### src/rtl/countdown_pkg.sv
// Shared definitions for the countdown timer: FSM state encoding and the
// default counter width and load modulus.
package countdown_pkg;

  localparam int unsigned DEF_WIDTH   = 8;
  localparam int unsigned DEF_MODULUS = 100;

  typedef enum logic [1:0] {
    ST_IDLE = 2'd0,
    ST_RUN  = 2'd1,
    ST_DONE = 2'd2
  } state_t;

endpackage

### src/rtl/load_clamp.sv
// Combinational load-value limiter: value = min(data, MODULUS).
// Shared with the up-counter's load path.
module load_clamp
  import countdown_pkg::*;
#(
  parameter int unsigned WIDTH   = DEF_WIDTH,
  parameter int unsigned MODULUS = DEF_MODULUS
) (
  input  logic [WIDTH-1:0] data,
  output logic [WIDTH-1:0] value
);

  localparam logic [WIDTH-1:0] LIMIT = WIDTH'(MODULUS);

  // Saturate anything above the modulus
  always_comb begin
    if (data > LIMIT) begin
      value = LIMIT;
    end else begin
      value = data;
    end
  end

endmodule

### src/rtl/countdown_timer_8bit.sv
// Loadable down-counter with start/stop, one-cycle terminal-count pulse and
// busy/done flags. Define COUNTDOWN_AUTO_RELOAD_EN for periodic auto-reload.
module countdown_timer_8bit
  import countdown_pkg::*;
#(
  parameter int unsigned WIDTH   = DEF_WIDTH,
  parameter int unsigned MODULUS = DEF_MODULUS
) (
  input  logic             clock,
  input  logic             sclr,
  input  logic             start,
  input  logic             stop,
  input  logic             en,
  input  logic [WIDTH-1:0] data,
  output logic [WIDTH-1:0] q,
  output logic             tc,
  output logic             busy,
  output logic             done
);

  localparam logic [WIDTH-1:0] ZERO = {WIDTH{1'b0}};
  localparam logic [WIDTH-1:0] ONE  = {{(WIDTH-1){1'b0}}, 1'b1};

  state_t           state;
  logic [WIDTH-1:0] load_value;
`ifdef COUNTDOWN_AUTO_RELOAD_EN
  logic [WIDTH-1:0] reload;
`endif

  load_clamp #(
    .WIDTH   (WIDTH),
    .MODULUS (MODULUS)
  ) u_load_clamp (
    .data  (data),
    .value (load_value)
  );

  // FSM and datapath; priority within a cycle is sclr > stop > start > count
  always_ff @(posedge clock) begin
    if (sclr) begin
      state <= ST_IDLE;
      q     <= ZERO;
      tc    <= 1'b0;
      busy  <= 1'b0;
      done  <= 1'b0;
`ifdef COUNTDOWN_AUTO_RELOAD_EN
      reload <= ZERO;
`endif
    end else begin
      tc <= 1'b0;
      case (state)
        ST_IDLE, ST_DONE: begin
          // stop has nothing to abort here, but still suppresses a coincident start
          if (start && !stop) begin
            state <= ST_RUN;
            q     <= load_value;
            busy  <= 1'b1;
            done  <= 1'b0;
`ifdef COUNTDOWN_AUTO_RELOAD_EN
            reload <= load_value;
`endif
          end else begin
            state <= state;
          end
        end
        ST_RUN: begin
          if (stop) begin
            state <= ST_IDLE;
            busy  <= 1'b0;
          end else if (start) begin
            q <= load_value;
`ifdef COUNTDOWN_AUTO_RELOAD_EN
            reload <= load_value;
`endif
          end else if (en) begin
            if (q == ZERO) begin
              tc <= 1'b1;
`ifdef COUNTDOWN_AUTO_RELOAD_EN
              q <= reload;
`else
              state <= ST_DONE;
              busy  <= 1'b0;
              done  <= 1'b1;
`endif
            end else begin
              q <= q - ONE;
            end
          end else begin
            q <= q;
          end
        end
        default: begin
          state <= ST_IDLE;
          q     <= ZERO;
          busy  <= 1'b0;
          done  <= 1'b0;
        end
      endcase
    end
  end

endmodule
### config.mk
export PLATFORM = sky130hd
export DESIGN_NAME = countdown_timer_8bit
export DESIGN_NICKNAME = d
export VERILOG_FILES = /design/src/rtl/countdown_pkg.sv /design/src/rtl/load_clamp.sv /design/src/rtl/countdown_timer_8bit.sv
export SDC_FILE = /design/constraint.sdc
export NUM_CORES = 1
export LEC_CHECK = 0
export ABC_AREA = 1
export BUFFER_PORTS_ARGS = -buffer_cell sky130_fd_sc_hd__buf_2
export CORE_ASPECT_RATIO = 0.9
export CORE_MARGIN = 1.5
export CORE_UTILIZATION = 55
export DETAILED_ROUTE_END_ITERATION = 10
export PLACE_DENSITY = 0.82
export SYNTH_ARGS = -nofsm -noshare
export SYNTH_HDL_FRONTEND = slang
export SYNTH_HIERARCHICAL = 1
export SYNTH_SLANG_ARGS = --single-unit
export TNS_END_PERCENT = 50
### constraint.sdc
create_clock -name clock -period 3.6 [get_ports clock]
set_clock_uncertainty 0.1 [all_clocks]
set_input_delay 0.54 -clock clock [delete_from_list [all_inputs] [get_ports clock]]
set_output_delay 0.54 -clock clock [all_outputs]
set_load 0.05 [all_outputs]
* Yosys cells after proc, flatten, opt, wreduce, memory -nomap -nowiden
Index checks and enable logic that the tools add are counted.
** Storage, ports and cells
- Register bits after elaboration :: 13
- Output and inout port bits :: 11
- Input port bits :: 13
- Word-level logic and storage cells :: 56
** Operators by class
- Equal/unequal tests :: 12
- Reduce and logical (&&, ||, !) cells :: 9
- $lt $le $gt $ge :: 1
- Muxes and demuxes :: 26
- $add $sub $neg :: 1
- Bitwise gates (word level) :: 2
** Operator list (count)
- $mux 8 :: 6
- $pmux 8 s2 :: 1
- $ne 3x3->1 const B :: 5
- $mux 1 :: 11
- $mux 2 :: 5
- $ne 2x2->1 const B :: 5
- $gt 8x7->1 const B :: 1
- $logic_not 8->1 :: 1
- $reduce_and 4->1 :: 2
- $sub 8x1->8 const B :: 1
- $reduce_and 5->1 :: 1
- $reduce_or 5->1 :: 1
- $pmux 1 s2 :: 2
- $pmux 2 s2 :: 1
- $eq 2x1->1 const B :: 1
- $eq 2x2->1 const B :: 1
- $logic_not 2->1 :: 1
- $not 1->1 :: 2
- $reduce_or 2->1 :: 1
- $logic_and 1x1->1 :: 1
- $logic_not 1->1 :: 1

* Depth between registers and ports, before layout
Gate-level depths: netlist of the first run.
- Depth after elaboration :: 6
- Mapped depth :: 10
- Depth with buffers taken out :: 10

* Modules after synthesis
Netlist of the first run, hierarchy kept.
** Modules (own cells, without submodules)
- countdown_timer_8bit :: area each 809.5 um^2, cells an instance 120, instances 1, sequential area each 260.2 um^2
- load_clamp :: area each 142.6 um^2, cells an instance 33, instances 1, sequential area each 0.0 um^2

* Least setup slack after synthesis of the first run
Ideal clock, no wire load.
- Path kind :: register to register
- Start :: register q[0]
- End :: register q[4]
- Library setup time :: 0.069 ns
- Arrival :: 1.638 ns
- Buffers on the path :: 0
- Cell stages (with the launch flop) :: 8
- Period minus slack after synthesis :: 1.807 ns
- Setup slack :: 1.793 ns
- Required time :: 3.431 ns
- Path through :: dfxtp_1 inv_1 ha_1 nand3_1 o21ai_2 a21oi_1 nand2_1 a21oi_2
** Between the ends
- Cells in the longest elaborated chain, start to end :: 6
- Elaborated cells between the ends (all ways) :: 9
- Classes of those cells :: add/sub (1); eq/ne (1); mux (5); reduce/logical (2)
** Ends and longest elaborated chain
- start: declaration :: line countdown_timer_8bit.sv:15 : output logic [WIDTH-1:0] q,
- start signal: assignment :: line countdown_timer_8bit.sv:56 : q <= load_value;
- start signal: assignment :: line countdown_timer_8bit.sv:71 : q <= load_value;
- start signal: assignment :: line countdown_timer_8bit.sv:86 : q <= q - ONE;
- $sub 8x1->8 :: line countdown_timer_8bit.sv:86
- $mux 8 :: line countdown_timer_8bit.sv:76 : if (q == ZERO) begin
- $mux 8 :: line countdown_timer_8bit.sv:75 : end else if (en) begin
- $mux 8 :: line countdown_timer_8bit.sv:70 : end else if (start) begin
- $mux 8 :: line countdown_timer_8bit.sv:67 : if (stop) begin
- $pmux 8 s2 :: line countdown_timer_8bit.sv:51 : case (state)
Parallel ways exist; a longest one is shown, timed or not. The select of a mux whose other input is x is not followed.
A chain may end at the register's enable or synchronous reset.

* Worst setup path after layout of the first run
- Start :: register q[3]
- End :: output q[3]
No word-level cell between the ends.

==> reports/qor.txt, run 1 <==
Outcome: completed
P per Cell Area: 382 nW/µm²
Count of pins over their slew limit: 0
Final hold slack: 0.361 ns
Most used flip-flop cell after synthesis: dfxtp_1
Critical path peak fanout: 6
# IOs: 24
Capturing point of the worst reg2reg path: q[4]$_SDFFE_PP0P_
Layout cell share with drive strength beyond 1: 28.7%
Gr usage total: 23.9%
Arr. time, crit path: 1.06 ns
Synth Area per Inst: 6.22 µm²
Starting Density: 57.8%
Mapped Nets: 168
Clk buf depth: 2
# setup viols final: 0
Vias in the first global route: 893
Top cells by area, synth: dfxtp_1, nand2_1, inv_1
Worst path slowest cell: dfxtp_1
R2R cell count: 7
CTS clk-pin slew, worst paths: 0.07 ns
Skew-Pair Late Insertion Delay: 0.28 ns
Min-delay src: done$_SDFFE_PP0P_
Final setup TNS: 0 ns
Hold EP: done$_SDFFE_PP0P_
H-tree depth: 1
Wire per inst: 10.3 µm
Area Overhead vs Synth: 16.8%
Storage cell area: 260 µm²
Commonest cells after routing, fill and taps aside: nand2_1, buf_2, inv_1
VDD IR max: 0.318 mV
Crit end category: output pin
Die ar.: 1990 µm²
Max-Cap Viols: 0
DP Worst Slack: 1.91 ns
Cts repair resizes: 0
Post-synth top area share: 27.3%
Post-Syn Area: 952 µm²
Core Box Area: 1650 µm²
Crit. Startpoint: q[3]$_SDFFE_PP0P_
Post-route DRC: 0
RePlAce Congestion: 0.847
Final-report hold violation count: 0
Hold_buf cts: 0
Min-Delay Path Class: register to register
Fillcell total: 162
Vias per Instance: 4.99
Num Clock Sinks: 13
Crit path largest cell delay: 0.46 ns
CTS tree: yes
Final worst slack: 1.90 ns
Input/output buffers: 23
Startpoint class of the critical path: register
Antenna-violating nets left: 0
Fin crit share: 47.1%
Area leader, netlist: dfxtp_1
Register bit total from synthesis: 13
Cts bufs inserted: 3
Crit Path Class: register to output pin
Most common cell after layout, fill and taps aside: nand2_1
Largest net degree at the start of global routing: 14
Final-stage net count: 194
Die Span Y: 42.5 µm
Async SR Flop Fraction: 0%
Antenna cell count: 0
Yosys Warn Count: 6
R2R Path Start: q[0]$_SDFFE_PP0P_
WP buf/inv: 1
Fin crit period: 1.70 ns
CP Data Required Time: 2.96 ns
CTS Root Cell: clkbuf_4
First-pass GRT wire length: 3470 µm
Die Wd: 46.9 µm
Post-synth EDFFs: 0
Dpl hpwl: 1660 µm
Rows: 14
Seq/Total Area, Yosys: 27.3%
Leak: 0.546 nW
Multi-input gate area: 598 µm²
Setup Buffers After CTS: 0
1st-pass router iterations: 6
Fmax: 590 MHz
First DRT Iteration DRCs: 41
Cell Chain, Critical Path: buf_2
Routed WL: 2070 µm
Initial antenna violation count: 0
Post-layout util: 67.6%
Library cells used by synthesis: 25
Critical path's top delay family: flip-flops
Synth Instances: 153
Via count: 1007
Hold Path Depth: 1
GRT Residual Overflow: 0
Worst R2R Setup Slack: 2.00 ns
RSZ-0062 raised after global routing: no
[per-layer routing]
metal,vias to the layer above,GRT usage (%),part of all wire [%],wire (µm)
li1,535,-,-,-
met5,-,0,0,0
met1,438,29.6,48,999
met3,2,9.48,7.1,147
met2,32,38.4,44,916
met4,0,5.56,0.39,8
[registers in the layout, summed over array words and instances, names as in the netlist]
signal / flops
q: 8
state: 2
busy: 1
done: 1
tc: 1
[synth_stat cells, types with 2 or more instances]
cell type  count
inv_2          4
ha_1           2
dfxtp_1       13
o21ai_2        2
a21oi_2        6
o21bai_1       2
o21ai_0        6
nand2_2        5
nand2_1       41
inv_1         18
nand3_1       13
a21oi_1       10
nor2_2         6
nor2_1        13
nand4_1        2
[final cells by class]
cell class | instances | area share (%)
Multi-Input combinational cell | 116 | 53.8
Sequential cell | 13 | 23.4
Timing Repair Buffer | 23 | 10.3
Inverter | 22 | 7.42
Tap cell | 24 | 2.70
Clock buffer | 4 | 2.36
[kinds of logic after synthesis]
| kind of cell | share of synthesized area, % |
|---|---|
| other cells | 0.394 |
| compound gates | 18.7 |
| fa+ha+maj | 2.63 |
| xor+xnor | 0.920 |
| flops | 27.3 |
| simple gates | 40.2 |
| buf+inv | 9.85 |
[power breakdown]
| part | switching [mW] | internal (mW) | total (mW) |
|---|---|---|---|
| logic | 0.113 | 0.0537 | 0.166 |
| registers | 0.0142 | 0.155 | 0.169 |
| clock network | 0.0462 | 0.0431 | 0.0893 |
[stage by stage]
step | std cells | cell area, µm² | power, mW
after floorplan | 153 | 952 | 0.301
after global placement | 198 | 1090 | 0.333
after detailed placement | 198 | 1090 | 0.338
after CTS | 202 | 1110 | 0.426
after global routing | 202 | 1110 | 0.455
final | 202 | 1110 | 0.425
[worst max path at each step]
stage               depth (start not counted)  slack (ns)                end
floorplan                                   7        1.79  q[4]$_SDFFE_PP0P_
global placement                           10        1.93  q[0]$_SDFFE_PP0P_
detailed placement                          8        1.91  q[4]$_SDFFE_PP0P_
CTS                                         1        1.90               q[5]
global route                                7        1.82  q[6]$_SDFFE_PP0P_
finish                                      1        1.90               q[3]
(Power assumes the default switching activity.)
==> inputs of run 2 (changes only) <==
Settings changed: ABC_AREA 1 to 0, CORE_UTILIZATION 55 to 46, PLACE_DENSITY 0.82 to 0.73.
Clock period 3.6 ns to 1.55 ns, I/O delays scaled along.
==> run 2 against run 1 <==
The flow now finishes with violations (negative setup slack). Core utilization is 2.8 points higher. Final cell count is 14% lower. Hold slack worse by 0.19 ns. Total power grew to 2.5 times the previous value. Design area is 22% higher. Setup slack worse by 2.0 ns. Wire length is 40% higher. Non-clock buffer count is 20 higher. Die area is 19% higher. Via count is 5.1% higher. First-iteration DRC count is 15% lower. Critical path depth is 6 higher. Largest power group is now combinational cells.
==> reports/qor.txt, run 2 <==
Commonest cells after routing, fill and taps aside: buf_2, buf_4, a211oi_2, a2bb2oi_1, dfxtp_4
Antenna cell count: 0 (unchanged)
Layout cell share with drive strength beyond 1: 56.4% (+28 points)
H-tree depth: 1 (unchanged)
Top cells by area, synth: dfxtp_1, a211oi_2, a2bb2oi_1
RePlAce Congestion: 0.847 (about the same)
1st-pass router iterations: 4 (-2)
Rows: 15 (+1)
Async SR Flop Fraction: 0% (unchanged)
Worst R2R Setup Slack: -0.06 ns (-2.06 ns)
Antenna-violating nets left: 0 (unchanged)
Cts bufs inserted: 3 (unchanged)
Cell count after placement: 166 (-16%)
CTS clk-pin slew, worst paths: 0.09 ns (+0.02 ns)
Max-Cap Viols: 0 (unchanged)
GRT Residual Overflow: 0 (unchanged)
# setup viols final: 11 (+11)
Die ar.: 2360 µm² (+19%)
Input/output buffers: 23 (unchanged)
Min-Delay Path Class: input pin to register
First DRT Iteration DRCs: 35 (-15%)
Area leader, netlist: dfxtp_1
Yosys Warn Count: 6 (unchanged)
Startpoint class of the critical path: register
Psw: 0.409 mW (+140%)
Post-synth EDFFs: 0 (unchanged)
RSZ-0062 raised after global routing: yes
Most common cell after layout, fill and taps aside: buf_2
Final std cells w/o fill: 174 (-14%)
Fmax: 621 MHz
Fin area: 1360 µm² (+22%)
Clk buf depth: 2 (unchanged)
Die Wd: 51.1 µm (+8.9%)
Area Overhead vs Synth: 42.3%
Final-stage net count: 165 (-15%)
Critical path peak fanout: 5 (-1)
Final setup TNS: -0.371 ns (-0.371 ns)
Die Span Y: 46.2 µm (+8.9%)
Gate power share: 42.2% (+3.0 points)
Count leader, synth: dfxtp_1
Count of pins over their slew limit: 0 (unchanged)
Crit end category: register
Arr. time, crit path: 1.68 ns (+0.62 ns)
R2R cell count: 7 (unchanged)
Dpl hpwl: 2040 µm (+23%)
Critical Path End: q[2]$_SDFFE_PP0P_
Final-report hold violation count: 0 (unchanged)
Most used flip-flop cell after synthesis: dfxtp_1
Crit path largest cell delay: 0.36 ns (-0.10 ns)
Placed cell area: 1240 µm² (+15%)
Synth Instances: 107 (-30%)
Top reg by flops: q
# IOs: 24 (unchanged)
First-pass GRT wire length: 4480 µm (+29%)
Mapped Nets: 122 (-27%)
Skew-Pair Late Insertion Delay: 0.29 ns (about the same)
Fillcell total: 156 (-3.7%)
Final worst slack: -0.0603 ns (-1.96 ns)
DP Worst Slack: -0.0769 ns (-1.99 ns)
Initial antenna violation count: 0 (unchanged)
Starting Density: 49.4% (-8.4 points)
Library cells used by synthesis: 47 (+88%)
Post-synth top area share: 27.2% (-0.11 points)
Synth Area per Inst: 8.93 µm² (+44%)
Num Clock Sinks: 13 (unchanged)
Int Pwr: 0.655 mW (+160%)
Seq/Total Area, Yosys: 27.2% (-0.11 points)
Vias per Instance: 6.08 (+22%)
Core Box Area: 1930 µm² (+17%)
VDD IR max: 0.685 mV (+120%)
Via count: 1058 (+5.1%)
Wire per inst: 16.6 µm (+62%)
Sequential share of power: 36.8% (-3.1 points)
Routed WL: 2900 µm (+40%)
CTS tree: yes
R2R Path Start: q[1]$_SDFFE_PP0P_
Power share of the clock group: 21.0% (about the same)
Gr usage total: 26.6% (+2.6 points)
CTS Root Cell: clkbuf_4
Outcome: finished, violations left
Worst path slowest cell: dfxtp_4
Largest net degree at the start of global routing: 13 (-1)
Cell Chain, Critical Path: inv_4 > ha_4 > nor3b_4 > nand3_4 > buf_4 > a31oi_2 > a211oi_2
P per Cell Area: 782 nW/µm² (+100%)
Max reg flops: 8 (unchanged)
Post-route DRC: 0 (unchanged)
Fin crit share: 104%
Crit Path Class: register to register
Vias in the first global route: 917 (+2.7%)
Rel. slew slack: 66.8%
Capturing point of the worst reg2reg path: q[2]$_SDFFE_PP0P_
Largest registers: q (8), state (2)
Post-synth top cells: dfxtp_1, a2bb2oi_1
Crit. Startpoint: q[1]$_SDFFE_PP0P_
Least-Margin Pin Slew: 0.494 ns
Leak: 0.571 nW (+4.6%)
Total Power: 1.06 mW (+150%)
Fin crit period: 1.61 ns
CP Data Required Time: 1.62 ns (-1.34 ns)
Post-Syn Area: 956 µm² (+0.39%)
Register bit total from synthesis: 13 (unchanged)
Failing checks: negative setup slack
Switching share of total power: 38.4% (-2.3 points)
## run 2: cell count changes in the layout (fill, tap and decap cells not counted), sizes merged, moves of 6 or more
cell     previous run  this run
buf                23        43
o21ai               9         3
inv                22         5
a211oi              0         8
a2bb2oi             0         6
a21oi              16         4
nand2              47         2
nand3              13         2
nand2b              0         6
nor2               20         5
## run 2: metal layers
layer  vias to the layer above  part of all wire, %  GRT usage [%]
met5                         -                    0              0
met4                         0                  2.8           8.65
met3                        12                  6.3           5.84
met2                        42                   46           44.7
met1                       508                   45           34.1
li1                        496                    -              -
## run 2: final cells by class
| cell class | count | area [µm²] | area share [%] |
|---|---|---|---|
| Tap cell | 25 | 31.3 | 2.30 |
| Multi-Input combinational cell | 84 | 728 | 53.5 |
| Sequential cell | 13 | 285 | 21.0 |
| Timing Repair Buffer | 43 | 265 | 19.5 |
| Clock buffer | 4 | 26.3 | 1.93 |
| Inverter | 5 | 23.8 | 1.75 |
## run 2: cell families after synthesis
logic type / Yosys count / synth area share (%)
fa+ha+maj: 2 / 2.62
other cells: 1 / 0.392
simple gates: 40 / 30.0
flops: 13 / 27.2
xor+xnor: 3 / 2.75
compound gates: 38 / 31.7
buf+inv: 10 / 5.37
## run 2: how the worst min path moves through the flow
stage	startpoint	end	slack [ns]	cells past startpoint
after floorplan	sclr	q[5]$_SDFFE_PP0P_	0.32	2
after global placement	busy$_SDFFE_PP0P_	busy$_SDFFE_PP0P_	0.37	2
after detailed placement	busy$_SDFFE_PP0P_	busy$_SDFFE_PP0P_	0.38	2
after CTS	sclr	done$_SDFFE_PP0P_	0.16	3
after global routing	sclr	done$_SDFFE_PP0P_	0.19	3
final	sclr	done$_SDFFE_PP0P_	0.17	3
## run 2: metrics by stage
stage	hold WS, ns	util (%)
after global routing	0.188	70.4
final	0.175	70.4
after detailed placement	0.378	64.4
after CTS	0.158	68.2
after global placement	0.367	64.4
after floorplan	0.315	-
## run 2: timing repair
item / in CTS / in global routing
hold buffers: 0 / 0
pin swaps: 5 / 3
endpoints found under the setup margin: 9 / 11
setup buffers: 4 / 0
endpoints found under the hold margin: 0 / 0
cloned: 0 / 0
gates resized for setup: 4 / 8
## run 2: critical path: cells and delay by family, from the launching register on
family	cells	cell delay, ns
fa+ha+maj	1	0.12
buf+inv	2	0.24
compound gates	2	0.26
simple gates	2	0.41
flops	1	0.36
## run 2: power by group through the flow
stage	Combinational [mW]	Clock [mW]	Sequential, mW
global placement	0.399	0	0.395
finish	0.449	0.223	0.391
CTS	0.427	0.223	0.389
detailed placement	0.406	0	0.395
global route	0.478	0.237	0.395
floorplan	0.207	0	0.471
==> inputs of run 3 (changes only) <==
Settings changed: CELL_PAD_IN_SITES_DETAIL_PLACEMENT set to 0, CELL_PAD_IN_SITES_GLOBAL_PLACEMENT set to 2, CORE_UTILIZATION 46 to 27.
==> run 3 against run 2 <==
The run still ends with negative setup slack left. Clock-buffer cell count did not move. Core utilization decreased by 26 points. Largest power group unchanged. Largest cell class unchanged. Highest routed layer unchanged. Critical endpoint is now q[5]$_SDFFE_PP0P_. Sequential power barely moved. Sequential cell count unchanged.
==> reports/qor.txt, run 3 (synthesis results as in run 2) <==
Outcome: finished, violations left
Failing checks: negative setup slack
Final-stage net count: 173 (+4.8%)
Die ar.: 3910 µm² (+65%)
Final worst slack: -0.0710 ns (-0.0107 ns)
CTS tree: yes
VDD IR max: 0.547 mV (-20%)
Vias in the first global route: 981 (+7.0%)
1st-pass router iterations: 4 (unchanged)
Arr. time, crit path: 1.66 ns (-0.02 ns)
Die Wd: 65.7 µm (+29%)
Busiest metal layer after global routing: met2
Vias per Instance: 5.27 (-13%)
H-tree depth: 1 (unchanged)
Skew-Pair Late Insertion Delay: 0.25 ns (-0.04 ns)
GRT Residual Overflow: 0 (unchanged)
Via count: 1059 (+0.095%)
Max-Cap Viols: 0 (unchanged)
First DRT Iteration DRCs: 32 (-8.6%)
Top reg by flops: q
Num Clock Sinks: 13 (unchanged)
Antenna cell count: 0 (unchanged)
Largest registers: q (8), state (2)
Fillcell total: 353 (+130%)
CTS clk-pin slew, worst paths: 0.06 ns (-0.03 ns)
GR Util met1: 21.1% (-13 points)
Gr usage total: 15.9% (-11 points)
# IOs: 24 (unchanged)
CTS Root Cell: clkbuf_8
RePlAce Congestion: 0.780 (-7.9%)
Min-Delay Path Class: input pin to register
Least-Margin Pin Slew: 0.522 ns (+0.0279 ns)
Post-route DRC: 0 (unchanged)
Met3 usage: 3.61% (-2.2 points)
Routed WL: 3100 µm (+7.0%)
Die Span Y: 59.5 µm (+29%)
Rel. slew slack: 65.0% (-1.9 points)
GRT met2 Usage: 25.5% (-19 points)
Max reg flops: 8 (unchanged)
P per Cell Area: 808 nW/µm² (+3.3%)
CP Data Required Time: 1.59 ns (-0.03 ns)
Final hold slack: 0.201 ns (+0.0266 ns)
Fin crit share: 105% (+0.69 points)
Core Box Area: 3380 µm² (+75%)
Area Overhead vs Synth: 55.9%
Input/output buffers: 23 (unchanged)
Dpl hpwl: 2250 µm (+10%)
Fin crit period: 1.62 ns (+0.0107 ns)
Initial antenna violation count: 0 (unchanged)
Wire per inst: 15.4 µm (-7.3%)
Hold Path Depth: 3 (unchanged)
Leak: 0.624 nW (+9.3%)
Largest net degree at the start of global routing: 13 (unchanged)
Clk buf depth: 2 (unchanged)
Hold_buf cts: 0 (unchanged)
Fmax: 617 MHz (-0.66%)
Antenna-violating nets left: 0 (unchanged)
Starting Density: 28.3% (-21 points)
Commonest cells after routing, fill and taps aside: buf_4, buf_2, a211oi_2, a2bb2oi_1, dfxtp_4
# setup viols final: 10 (-1)
Count of pins over their slew limit: 0 (unchanged)
R2R cell count: 6 (-1)
Layout cell share with drive strength beyond 1: 59.9% (+3.5 points)
Most common cell after layout, fill and taps aside: buf_4
Total Power: 1.20 mW (+13%)
RSZ-0062 raised after global routing: yes
Critical path peak fanout: 8 (+3)
Rows: 20 (+5)
Startpoint class of the critical path: register
Final-report hold violation count: 0 (unchanged)
Crit Path Class: register to register
Crit end category: register
First-pass GRT wire length: 4640 µm (+3.7%)
Cts bufs inserted: 3 (unchanged)
run 3: metal layers:
metal | vias up | part of all wire, %
met1 | 506 | 48
met5 | - | 0
met2 | 29 | 46
li1 | 516 | -
met4 | 0 | 2.1
met3 | 8 | 4.5
run 3: repair_timing:
action | in CTS | in global routing
gates resized for setup | 6 | 10
pin swaps | 4 | 4
endpoints found under the setup margin | 9 | 13
setup buffers | 5 | 2
run 3: area by class of cell:
cell class	count	area, µm²	share of cell area (%)
repair buffers	51	329	22.1
clock buffers	4	45.0	3.02
well taps	44	55.1	3.69
multi-input cells	84	752	50.5
inverters	5	23.8	1.60
flip-flops and latches	13	285	19.1
run 3: final timing paths:
path	slack, ns	to	from
worst min register to register	0.41	busy$_SDFFE_PP0P_	busy$_SDFFE_PP0P_
worst max-delay path	-0.07	q[5]$_SDFFE_PP0P_	state[1]$_SDFFE_PP0P_
worst min-delay path	0.20	done$_SDFFE_PP0P_	sclr
worst max register to register	-0.07	q[5]$_SDFFE_PP0P_	state[1]$_SDFFE_PP0P_
run 3: where the power goes:
group,switching [mW],internal [mW]
sequential,0.0324,0.358
clock,0.144,0.182
combinational,0.263,0.225
run 3: per-stage QoR:
stage          TNS, ns  setup slack (ns)  cells  util (%)  area [µm²]
2_1_floorplan   -0.304           -0.0471    107         -        1010
3_3_place_gp    -0.208           -0.0581    190      38.7        1310
3_5_place_dp    -0.349           -0.0837    190      38.7        1310
4_1_cts         -0.263           -0.0507    199      42.3        1430
5_1_grt          -1.20            -0.126    201      44.1        1490
6_report        -0.354           -0.0710    201      44.1        1490
run 3: critical path, stage by stage (launching register included):
cell and delay [ns]:
dfxtp_1 0.51, nor2b_1 0.12, o21ai_1 0.13, buf_4 0.18, and3_4 0.28, buf_4 0.14, o22ai_2 0.04
